**config.mk**
```make
export PLATFORM = sky130hd
export DESIGN_NAME = run_ctrl_watch_ch
export DESIGN_NICKNAME = d
export VERILOG_FILES = /design/src/rtl/run_ctrl_pkg.sv /design/src/rtl/run_ctrl_watch_ch.sv
export SDC_FILE = /design/constraint.sdc
export NUM_CORES = 1
export LEC_CHECK = 0
export BUFFER_PORTS_ARGS = -buffer_cell sky130_fd_sc_hd__buf_2
export CAP_MARGIN = 20
export CELL_PAD_IN_SITES_DETAIL_PLACEMENT = 1
export CELL_PAD_IN_SITES_GLOBAL_PLACEMENT = 2
export CORE_MARGIN = 10
export CORE_UTILIZATION = 30
export DETAILED_ROUTE_END_ITERATION = 8
export PLACE_DENSITY_LB_ADDON = 0.1
export REMOVE_ABC_BUFFERS = 1
export SYNTH_ARGS = -nofsm -noshare
export SYNTH_HDL_FRONTEND = slang
export SYNTH_SLANG_ARGS = --single-unit
```
**constraint.sdc**
```tcl
create_clock -name clk -period 2.6 [get_ports clk]
set_input_delay 0.39 -clock clk [delete_from_list [all_inputs] [get_ports clk]]
set_output_delay 0.39 -clock clk [all_outputs]
set_load 0.01 [all_outputs]
```
**src/rtl/run_ctrl_pkg.sv**
```systemverilog
// Shared definitions for the run controller / checker.
// State encoding, word-offset constant and the word-address compare helper.
package run_ctrl_pkg;

    typedef enum logic [1:0] {
        ST_HOLD = 2'd0,
        ST_RUN  = 2'd1,
        ST_PASS = 2'd2,
        ST_FAIL = 2'd3
    } state_e;

    // Byte-offset bits dropped when comparing addresses at word granularity.
    localparam int WORD_OFS   = 2;
    // Widest byte address the compare helper accepts; callers zero-extend.
    localparam int ADDR_MAX_W = 64;

    // True when two byte addresses fall in the same 32-bit word.
    function automatic logic word_eq(input logic [ADDR_MAX_W-1:0] a,
                                     input logic [ADDR_MAX_W-1:0] b);
        return ((a ^ b) >> WORD_OFS) == '0;
    endfunction

endpackage

```
**src/rtl/run_ctrl_watch_ch.sv**
```systemverilog
// One watch channel: latched enable/address/expected value, the snoop
// match compare, and the sticky seen flag plus last-write-wins hit flag.
module run_ctrl_watch_ch
    import run_ctrl_pkg::*;
#(
    parameter int ADDR_W = 32,
    parameter int DATA_W = 32
) (
    input  logic              clk,
    input  logic              reset,
    input  logic              cfg_load,
    input  logic              cfg_en,
    input  logic [ADDR_W-1:0] cfg_addr,
    input  logic [DATA_W-1:0] cfg_exp,
    input  logic              snoop_en,
    input  logic              dmem_we,
    input  logic [ADDR_W-1:0] dmem_addr,
    input  logic [DATA_W-1:0] dmem_wdata,
    output logic              en,
    output logic              hit,
    output logic              seen,
    output logic              mismatch_now
);

    logic              en_q, en_d;
    logic [ADDR_W-1:0] addr_q, addr_d;
    logic [DATA_W-1:0] exp_q, exp_d;
    logic              hit_q, hit_d;
    logic              seen_q, seen_d;
    logic              match;

    // Config capture on the release edge; flag update on every matching write.
    always_comb begin
        en_d   = en_q;
        addr_d = addr_q;
        exp_d  = exp_q;
        hit_d  = hit_q;
        seen_d = seen_q;
        match  = snoop_en && dmem_we && en_q &&
                 word_eq(ADDR_MAX_W'(dmem_addr), ADDR_MAX_W'(addr_q));
        mismatch_now = match && (dmem_wdata != exp_q);
        if (cfg_load) begin
            en_d   = cfg_en;
            addr_d = cfg_addr;
            exp_d  = cfg_exp;
        end
        if (match) begin
            seen_d = 1'b1;
            hit_d  = (dmem_wdata == exp_q);
        end
    end

    // Channel state registers.
    always_ff @(posedge clk or negedge reset) begin
        if (!reset) begin
            en_q   <= 1'b0;
            addr_q <= '0;
            exp_q  <= '0;
            hit_q  <= 1'b0;
            seen_q <= 1'b0;
        end else begin
            en_q   <= en_d;
            addr_q <= addr_d;
            exp_q  <= exp_d;
            hit_q  <= hit_d;
            seen_q <= seen_d;
        end
    end

    assign en   = en_q;
    assign hit  = hit_q;
    assign seen = seen_q;

endmodule

```
==> impl_metrics.yaml <==
pwr:
  ir_worst_vdd_mv: 0.277
  seq_power_share_pct: 48.2
  power_frac_comb_pct: 15.7
  powerDensity_nw_per_um2: 588
  power_leakage_nw: 1.93
  clock_power_share_pct: 36.1
  finalPower_mw: 2.43
  p_sw_mw: 0.603
  p_int_mw: 1.83
  switching_share_pct: 24.8
timing:
  min_period_ns: 2.47
  min_period_over_period_pct: 95.2
  fmax_mhz: 404
  setup_viol: 0
  hold_viol: 0
  worst-slew-pin-transition_ns: 0.820
  whs_ns: 0.151
  max-slew-margin-rel_pct: 45.3
  tns_ns: 0
  rsz0062_at_grt: "yes"
  clock_skew_ns: 0.00792
  drv_slew: 0
detailed_routing:
  vias: 2185
  drcViolationCount: 0
  drtPass1Iterations: 4
  wl_um: 8250
  vias_per_cell: 4.39
  antenna_left: 0
  drt-initial-drc-count: 21
  post_drt_wl_per_cell_um: 16.6
clocking:
  clock_sinks: 65
  cts.clk_slew.worst_paths_ns: 0.07
  insertion_delay_ns: 0.33
  cts_tree: "built"
  cts_buffer_depth: 2
  ctsHtreeMaxLevel: 3
  root_buffer: "clkbuf_8"
  cts_inserted_buffers: 9
  post-cts-setup-buffers: 0
global_route:
  grt_pass1_vias: 2503
  track_usage_pct: 11.2
  grt_max_degree: 64
  grt_overflow: 0
  grt_pass1_wl_um: 13000
  antenna_found_initial: 0
die:
  die_height_um: 121
  start_util_pct: 31.1
  die_area_sq_um: 14700
  die_w_um: 121
  core_area_sq_um: 9910
  ioPinCount: 138
  row_count: 36
cells_and_area:
  nets: 495
  final_cells: 498
  areaGrowthSynthToFinish_pct: 34.4
  drive_gt1_share_pct: 58.6
  stdcell_area_sq_um: 4140
  diodes: 0
yosys:
  synthArstFlopShare_pct: 100
  synth_cell_types: 14
  synth-seq-cells: 65
  ys_seq_area_share_pct: 52.8
  synth_cells: 222
  synth_top_family_by_area: "multiplexers"
  yosysTopAreaCell: "dfrtp_1"
  ys_warn_count: 0
  yosysTopAreaCellShare_pct: 52.8
  synthTopCellsByCount: "65 x dfrtp_1, 60 x mux2_2, 49 x xor2_1"
  avgSynthCellArea_sq_um: 13.9
  synthFlopType: "dfrtp_1"
  yosys.area_share.simple_pct: 5.40
  synth_compound_area_share_pct: 0
  synth-edff-count: 0
  yosys.area_share.adder_pct: 0
  muxShareOfSynthArea_pct: 23.4
  synthTopCellsByArea: "dfrtp_1 53%, mux2_2 22%, xor2_1 14%"
  synthXorXnorAreaFrac_pct: 17.6
  synth.most_common_cell: "dfrtp_1"
  synthesis.area_sq_um: 3080
critical_path:
  r2r_cells: 5
  worstPathMaxFanout: 3
  reg2reg_slack_ns: 0.70
  startpoint_type: "flop"
  crit_type: "flop to output port"
  r2r-end: "hit"
  worst_ep_required_time_ns: 2.21
  critPathArrivalTime_ns: 2.08
  end_kind: "output port"
  timing.rr.start: "addr_q[14]"
placement:
  place_area_sq_um: 3930
  gp_congestion: 0.717
  portBuffers: 133
  post-dp-hpwl_um: 6550
  place_inst: 483
worst_hold_path:
  hold_class: "input pin to asynchronous set/reset pin"
status:
  run_status: "finished clean"
flow_run:
  cap_viol_max_count: 0
[cells by family after synthesis]
kind of cell / after synthesis
and+or+nand+nor: 24
xor gates and xnor gates: 62
muxes: 64
DFF: 65
buffers and inverters: 7
[metal layers]
metal | global-route usage [%] | up-vias | routed length (um)
met3 | 4.47 | 6 | 676
met2 | 17.7 | 78 | 3830
met1 | 13.5 | 1049 | 3670
met4 | 4.02 | 0 | 66
li1 | - | 1052 | -
met5 | 0 | - | 0
[stage by stage]
stage               utilization (%)  setup WS [ns]
floorplan                         -          0.578
global placement               39.6          0.263
detailed placement             39.6          0.241
CTS                            41.8         0.0149
global route                   41.8        -0.0563
finish                         41.8          0.126
[cell usage in the layout (no fill, tap or decap)]
cell type	instances
or2_1	1
buf_2	132
nor3_1	1
nor2_1	1
nor2b_2	1
nor4_4	1
xor2_1	49
clkinvlp_4	3
buf_4	1
buf_12	2
mux2_2	60
mux2_1	4
nor4_2	1
or4_4	1
nor4_1	10
dfrtp_1	65
clkbuf_8	11
xnor2_1	13
bufinv_16	1
nand4_1	7
[worst max-delay path: stages, from the launching register on]
cell	delay (ns)
dfrtp_1	0.39
xor2_1	0.18
nor4_2	0.34
nand4_1	0.23
nor4_4	0.31
nor2b_2	0.19
buf_4	0.13
[sequential cells by signal, indices dropped and copies added, names as in the netlist]
| name | flops |
|---|---|
| en | 1 |
| exp_q | 32 |
| seen | 1 |
| hit | 1 |
| addr_q | 30 |
[power groups by stage]
stage / Combinational, mW / Sequential, mW / Clock, mW
after floorplan: 0.209 / 1.18 / 0
after global placement: 0.382 / 1.19 / 0
after detailed placement: 0.389 / 1.20 / 0
after CTS: 0.393 / 1.18 / 0.926
after global routing: 0.430 / 1.19 / 0.975
final: 0.382 / 1.17 / 0.880
[how the worst max path moves through the flow]
stage              endpoint           from
6_report       mismatch_now     addr_q[14]
4_1_cts        mismatch_now      addr_q[4]
3_3_place_gp   mismatch_now  dmem_addr[22]
3_5_place_dp   mismatch_now  dmem_addr[22]
2_1_floorplan  mismatch_now     addr_q[22]
5_1_grt        mismatch_now     addr_q[22]
[layout make-up]
type	count	area [sq um]
multi-input combinational	150	1440
tap	133	166
clock inverter	4	52.6
fill	1103	5770
sequential	65	1630
timing repair buffer	135	708
clock buffer	11	151
[repair_timing]
item / in CTS / in global routing
setup endpoints to repair: 1 / 1
gates resized for setup: 1 / 2
pin swaps: 1 / 0
hold buffers: 0 / 0
Power figures use the tool's default switching activity.
